[src/rtl/div_issue_ctrl_if.sv]
// Divider issue bundle between ID/WB and div_issue_ctrl.
// master = pipeline side, slave = controller side.
interface div_issue_ctrl_if;
  logic       div_ID;
  logic [4:0] rd_ID;
  logic [4:0] rs1_ID;
  logic [4:0] rs2_ID;
  logic       rs1use_ID;
  logic       rs2use_ID;
  logic       rduse_ID;
  logic       flush_ID;
  logic       reg_write_WB;
  logic       div_start;
  logic       div_busy;
  logic [4:0] div_rd;
  logic       stall_ID;
  logic       stall_all;
  logic       wb_grant_div;

  modport master (
    output div_ID, rd_ID, rs1_ID, rs2_ID,
    output rs1use_ID, rs2use_ID, rduse_ID,
    output flush_ID, reg_write_WB,
    input  div_start, div_busy, div_rd,
    input  stall_ID, stall_all, wb_grant_div
  );

  modport slave (
    input  div_ID, rd_ID, rs1_ID, rs2_ID,
    input  rs1use_ID, rs2use_ID, rduse_ID,
    input  flush_ID, reg_write_WB,
    output div_start, div_busy, div_rd,
    output stall_ID, stall_all, wb_grant_div
  );
endinterface

[src/rtl/div_issue_ctrl.sv]
// Multi-cycle divider issue, interlock and WB-port arbitration.
// DIV_STARVE_GUARD_EN enables the writeback starvation force path.
module div_issue_ctrl #(
  parameter int DIV_CYCLES = 8,
  parameter int STARVE_MAX = 4
) (
  input logic              clk,
  input logic              rst_n,
  div_issue_ctrl_if.slave  bus
);

  if (DIV_CYCLES < 2 || DIV_CYCLES > 31 ||
      STARVE_MAX < 1 || STARVE_MAX > 15) begin : g_bad_param
    $error("div_issue_ctrl: parameter out of range");
  end

  typedef enum logic [1:0] {
    IDLE = 2'd0,
    RUN  = 2'd1,
    DONE = 2'd2
  } state_t;

  localparam logic [4:0] CNT_INIT = 5'(DIV_CYCLES - 1);

  state_t     state;
  logic [4:0] cnt;
  logic [3:0] starve;
  logic [4:0] rd_q;

  logic busy;
  logic accept;
  logic force_wb;
  logic grant;
  logic rd_nz;
  logic hazard_rs;
  logic waw;
  logic struct_hz;
  logic stall;

`ifdef DIV_STARVE_GUARD_EN
  assign force_wb = (state == DONE) &&
                    (starve == 4'(STARVE_MAX));
`else
  assign force_wb = 1'b0;
`endif

  assign busy   = (state == RUN) || (state == DONE);
  assign grant  = (state == DONE) &&
                  (!bus.reg_write_WB || force_wb);
  assign accept = (state == IDLE) && bus.div_ID &&
                  !bus.flush_ID && !force_wb;

  // x0 never carries a real dependency
  assign rd_nz     = |rd_q;
  assign hazard_rs = rd_nz &&
    ((bus.rs1use_ID && bus.rs1_ID == rd_q) ||
     (bus.rs2use_ID && bus.rs2_ID == rd_q));
  assign waw       = rd_nz && bus.rduse_ID &&
                     (bus.rd_ID == rd_q);
  assign struct_hz = bus.div_ID && (state != IDLE);
  assign stall     = busy && !bus.flush_ID &&
                     (hazard_rs || waw || struct_hz);

  assign bus.div_start    = rst_n && accept;
  assign bus.stall_ID     = rst_n && stall;
  assign bus.stall_all    = rst_n && force_wb;
  assign bus.wb_grant_div = rst_n && grant;
  assign bus.div_busy     = busy;
  assign bus.div_rd       = rd_q;

  // issue / countdown / writeback-wait sequencer
  always_ff @(posedge clk) begin
    if (!rst_n) begin
      state  <= IDLE;
      cnt    <= '0;
      starve <= '0;
      rd_q   <= '0;
    end else begin
      unique case (state)
        IDLE: begin
          if (accept) begin
            rd_q  <= bus.rd_ID;
            cnt   <= CNT_INIT;
            state <= RUN;
          end
        end
        RUN: begin
          if (cnt == 5'd0) begin
            state  <= DONE;
            starve <= '0;
          end else begin
            cnt <= cnt - 5'd1;
          end
        end
        DONE: begin
          if (grant) begin
            state <= IDLE;
          end else if (starve != 4'hF) begin
            starve <= starve + 4'd1;
          end
        end
        default: state <= IDLE;
      endcase
    end
  end

endmodule

[src/flat_wrapper.sv]
// flat-port wrapper written by rule: the top's interface ports become plain ports
module div_issue_ctrl_flat 
#(
  parameter int DIV_CYCLES = 8,
  parameter int STARVE_MAX = 4
)
  (clk, rst_n, bus_div_ID, bus_rd_ID, bus_rs1_ID, bus_rs2_ID, bus_rs1use_ID, bus_rs2use_ID, bus_rduse_ID, bus_flush_ID, bus_reg_write_WB, bus_div_start, bus_div_busy, bus_div_rd, bus_stall_ID, bus_stall_all, bus_wb_grant_div);
  div_issue_ctrl_if bus_i ();
  input logic clk;
  input logic rst_n;
  input wire logic [$bits(bus_i.div_ID)-1:0] bus_div_ID;
  input wire logic [$bits(bus_i.rd_ID)-1:0] bus_rd_ID;
  input wire logic [$bits(bus_i.rs1_ID)-1:0] bus_rs1_ID;
  input wire logic [$bits(bus_i.rs2_ID)-1:0] bus_rs2_ID;
  input wire logic [$bits(bus_i.rs1use_ID)-1:0] bus_rs1use_ID;
  input wire logic [$bits(bus_i.rs2use_ID)-1:0] bus_rs2use_ID;
  input wire logic [$bits(bus_i.rduse_ID)-1:0] bus_rduse_ID;
  input wire logic [$bits(bus_i.flush_ID)-1:0] bus_flush_ID;
  input wire logic [$bits(bus_i.reg_write_WB)-1:0] bus_reg_write_WB;
  output wire logic [$bits(bus_i.div_start)-1:0] bus_div_start;
  output wire logic [$bits(bus_i.div_busy)-1:0] bus_div_busy;
  output wire logic [$bits(bus_i.div_rd)-1:0] bus_div_rd;
  output wire logic [$bits(bus_i.stall_ID)-1:0] bus_stall_ID;
  output wire logic [$bits(bus_i.stall_all)-1:0] bus_stall_all;
  output wire logic [$bits(bus_i.wb_grant_div)-1:0] bus_wb_grant_div;
  assign bus_i.div_ID = bus_div_ID;
  assign bus_i.rd_ID = bus_rd_ID;
  assign bus_i.rs1_ID = bus_rs1_ID;
  assign bus_i.rs2_ID = bus_rs2_ID;
  assign bus_i.rs1use_ID = bus_rs1use_ID;
  assign bus_i.rs2use_ID = bus_rs2use_ID;
  assign bus_i.rduse_ID = bus_rduse_ID;
  assign bus_i.flush_ID = bus_flush_ID;
  assign bus_i.reg_write_WB = bus_reg_write_WB;
  assign bus_div_start = bus_i.div_start;
  assign bus_div_busy = bus_i.div_busy;
  assign bus_div_rd = bus_i.div_rd;
  assign bus_stall_ID = bus_i.stall_ID;
  assign bus_stall_all = bus_i.stall_all;
  assign bus_wb_grant_div = bus_i.wb_grant_div;
  div_issue_ctrl #(.DIV_CYCLES(DIV_CYCLES), .STARVE_MAX(STARVE_MAX)) u_core (.clk(clk), .rst_n(rst_n), .bus(bus_i));
endmodule
[config.mk]
export PLATFORM = sky130hd
export DESIGN_NAME = div_issue_ctrl_flat
export DESIGN_NICKNAME = d
export VERILOG_FILES = /design/src/rtl/div_issue_ctrl_if.sv /design/src/rtl/div_issue_ctrl.sv /design/src/flat_wrapper.sv
export SDC_FILE = /design/constraint.sdc
export NUM_CORES = 1
export LEC_CHECK = 0
export CORE_MARGIN = 5
export CORE_UTILIZATION = 23
export CTS_CLUSTER_SIZE = 30
export DETAILED_ROUTE_END_ITERATION = 8
export HOLD_SLACK_MARGIN = 0.12
export PLACE_DENSITY_LB_ADDON = 0.05
export SYNTH_ARGS = -nofsm -noshare
export SYNTH_HDL_FRONTEND = slang
export SYNTH_SLANG_ARGS = --single-unit
[constraint.sdc]
create_clock -name clk -period 2.4 [get_ports clk]
set_clock_uncertainty 0.1 [all_clocks]
set_input_delay 0.36 -clock clk [delete_from_list [all_inputs] [get_ports clk]]
set_output_delay 0.36 -clock clk [all_outputs]
set_load 0.1 [all_outputs]
==> results.txt <==
Count of final setup violators = 0
CP Max Fanout = 2
Avg Synthesized Cell Area = 8.47 µm²
HP Start = u_core.cnt[4]
Worst Reg2Reg Path Length in Cells = 7
Hold Crit Depth = 2
Layout cell share with drive strength beyond 1 = 0.241
Root Driver = clkbuf_8
Nets@finish = 167
Fin crit share = 0.960
Net count after synthesis = 128
F_max = 434 MHz
FP Rows = 22
Clock Tree Buf Depth = 2
Total core area = 3610 µm²
Final Hold Viols = 0
Post-route cell area = 1360 µm²
H-tree lvl count = 1
Static leakage = 0.000573 µW
Largest net degree at the start of global routing = 12
Initial core utilization = 0.235
FF-to-FF setup slack = 0.52 ns
Crit path kind = in2out
Hold Path Class = reg2reg
Switching Share = 0.352
Max-slew violations = 0
Number of synthesized flops with an enable pin = 0
Via/cell ratio = 4.42
Antenna violations before repair = 0
Internal power = 454 µW
Routing usage on met3 = 0.0241
Die width = 70.7 µm
M2 GR Usage = 0.147
CTS Hold Bufs = 0
Final total power = 700 µW
Final GP Congestion = 0.775
Skew-Pair Late Insertion Delay = 0.23 ns
Wire per inst = 12.9 µm
HPWL Detailed = 1.86 mm
Yosys warnings = 0
Worst R2R Start = u_core.cnt[0]
GRT Util Overall = 0.101
Post-Syn Instances = 100
Ant. Diodes = 0
RSZ-0062 raised after global routing = no
Die Area = 5000 µm²
Hold Path Sink = u_core.cnt[4]
DR iter-0 viols = 28
Place WS = -0.0440 ns
Synthesized flop and latch total = 12
Routed via count = 817
Max_cap viols = 0
Detail Route Antenna Nets = 0
Arrival time worst endpoint = 1.84 ns
Sequential power share = 0.336
Chip Height = 70.7 µm
CTS tree = yes
Final wirelength = 2.38 mm
Sink Count = 12
Clock-pin slew on the worst setup and hold paths = 0.05 ns
Tmin final = 2.30 ns
Final hold slack = 0.407 ns
Worst Slack Setup Final = 0.0954 ns
Synth unique cells = 34
Number of global-route vias before repair = 839
Worst setup EP type = primary output
First-pass GRT wire length = 4.14 mm
Logic pwr share = 0.411
Core Util, Final = 0.378
P_sw = 247 µW
CTS buffer count = 3
PwrDens = 514 nW/µm²
Worst VDD drop = 0.216 mV
Router iterations before antenna repair = 4
Gr busiest metal = met2
Register area share after synthesis = 0.284
Critical Path RT = 1.94 ns
Met1 Usage GRT = 0.142
Port Buffers = 31
Synthesis-to-finish area growth = 61.0%
Synth Flop Type = dfxtp_1
Asr flop ratio synth = 0
Clk pwr share = 0.253
Drc violations = 0
R2r endpoint = u_core.cnt[2]
Placed Area = 1270 µm²
Mapped Area = 847 µm²
Remaining Overflow, GRT = 0
I/O pin total = 33
CP startpoint kind = input pin
Status = complete, no violations
# fillers = 380
[synthesized netlist by cell type (2+ instances only)]
cell / count / area (µm²)
dfxtp_1: 12 / 240
nor2_1: 12 / 45.0
xor2_1: 12 / 105
inv_1: 6 / 22.5
mux2i_1: 6 / 60.1
a21oi_1: 5 / 25.0
ha_1: 5 / 62.6
nand2_1: 4 / 15.0
nor4_1: 4 / 25.0
clkbuf_1: 3 / 11.3
xnor2_1: 3 / 26.3
a211oi_1: 2 / 15.0
a31oi_1: 2 / 12.5
and2_1: 2 / 12.5
nand3_1: 2 / 10.0
o22ai_1: 2 / 12.5
[area by class of cell]
type,instances,area (µm²),area share
Clock buffer,3,41.3,0.0303
Timing Repair Buffer,39,384,0.282
Inverter,6,22.5,0.0165
Tap cell,48,60.1,0.0440
Multi-Input combinational cell,77,613,0.450
Sequential cell,12,243,0.178
[registers in the layout, indices dropped and copies added, names as in the netlist]
| register | count |
|---|---|
| u_core.bus.div_rd | 5 |
| u_core.cnt | 5 |
| u_core.state | 2 |
[repair_timing]
item / in CTS / in global routing
gates cloned: 0 / 0
setup endpoints to repair: 1 / 1
setup buffers: 2 / 0
pin swaps: 1 / 1
gates resized for setup: 9 / 3
[how the worst max path moves through the flow]
stage,endpoint,start,slack [ns]
after global placement,bus_stall_ID,bus_div_ID,-0.03
after global routing,bus_stall_ID,bus_rs1_ID[3],0.004
after floorplan,bus_stall_ID,u_core.bus.div_rd[1],-0.82
final,bus_stall_ID,bus_rd_ID[0],0.1
after detailed placement,bus_stall_ID,bus_div_ID,-0.04
after CTS,bus_stall_ID,u_core.state[1],0.007
[kinds of logic (layout without fill, tap and decap cells)]
| family | count (synthesis) | count (layout) | synth area share |
|---|---|---|---|
| XOR/XNOR | 15 | 15 | 0.155 |
| other | 1 | 1 | 0.00443 |
| buffers and inverters | 11 | 48 | 0.0546 |
| AO/OA/AOI/OAI | 17 | 17 | 0.145 |
| AND/OR/NAND/NOR | 33 | 33 | 0.213 |
| flip-flops | 12 | 12 | 0.284 |
| adder cells (fa/ha/maj) | 5 | 5 | 0.0739 |
| multiplexers | 6 | 6 | 0.0709 |
[power groups by stage]
stage	Sequential (µW)	Combinational (µW)	Clock [µW]
final	235	288	177
after global routing	238	311	200
after global placement	239	274	0
after detailed placement	239	274	0
after CTS	235	287	189
after floorplan	266	153	0
[metrics by stage]
| step | setup TNS [ns] | std cells |
|---|---|---|
| final | 0 | 185 |
| after global routing | 0 | 185 |
| after global placement | -0.0251 | 180 |
| after CTS | 0 | 185 |
| after detailed placement | -0.0440 | 180 |
| after floorplan | -0.816 | 100 |
[per-layer routing]
| layer | share of wire | vias to the layer above |
|---|---|---|
| met5 | 0 | - |
| met4 | 0.0071 | 0 |
| met3 | 0.054 | 2 |
| met2 | 0.45 | 19 |
| li1 | - | 425 |
| met1 | 0.49 | 371 |
[worst max-delay path, cell delays in order]
cell	delay, ns
clkdlybuf4s50_1	0.45
xor2_1	0.17
nor4_2	0.29
a31oi_1	0.16
a31oi_4	0.22
buf_12	0.19
[cells in the final DEF (no fill, tap or decap), types with 2 or more instances in the layout]
| cell type | netlist | layout |
|---|---|---|
| buf_4 | 1 | 14 |
| nand2_1 | 4 | 4 |
| inv_1 | 6 | 4 |
| clkbuf_8 | 0 | 3 |
| nor2_1 | 12 | 11 |
| o22ai_1 | 2 | 2 |
| ha_1 | 5 | 4 |
| inv_2 | 0 | 2 |
| a21oi_1 | 5 | 5 |
| mux2i_1 | 6 | 6 |
| and2_1 | 2 | 2 |
| nand3_1 | 2 | 2 |
| dfxtp_2 | 0 | 2 |
| dfxtp_1 | 12 | 10 |
| xnor2_1 | 3 | 3 |
| a211oi_1 | 2 | 2 |
| nor4_1 | 4 | 3 |
| xor2_1 | 12 | 12 |
| buf_12 | 0 | 3 |
| clkdlybuf4s50_1 | 0 | 21 |
| or4b_4 | 1 | 2 |
No activity file was read; power rests on OpenSTA's default activity.
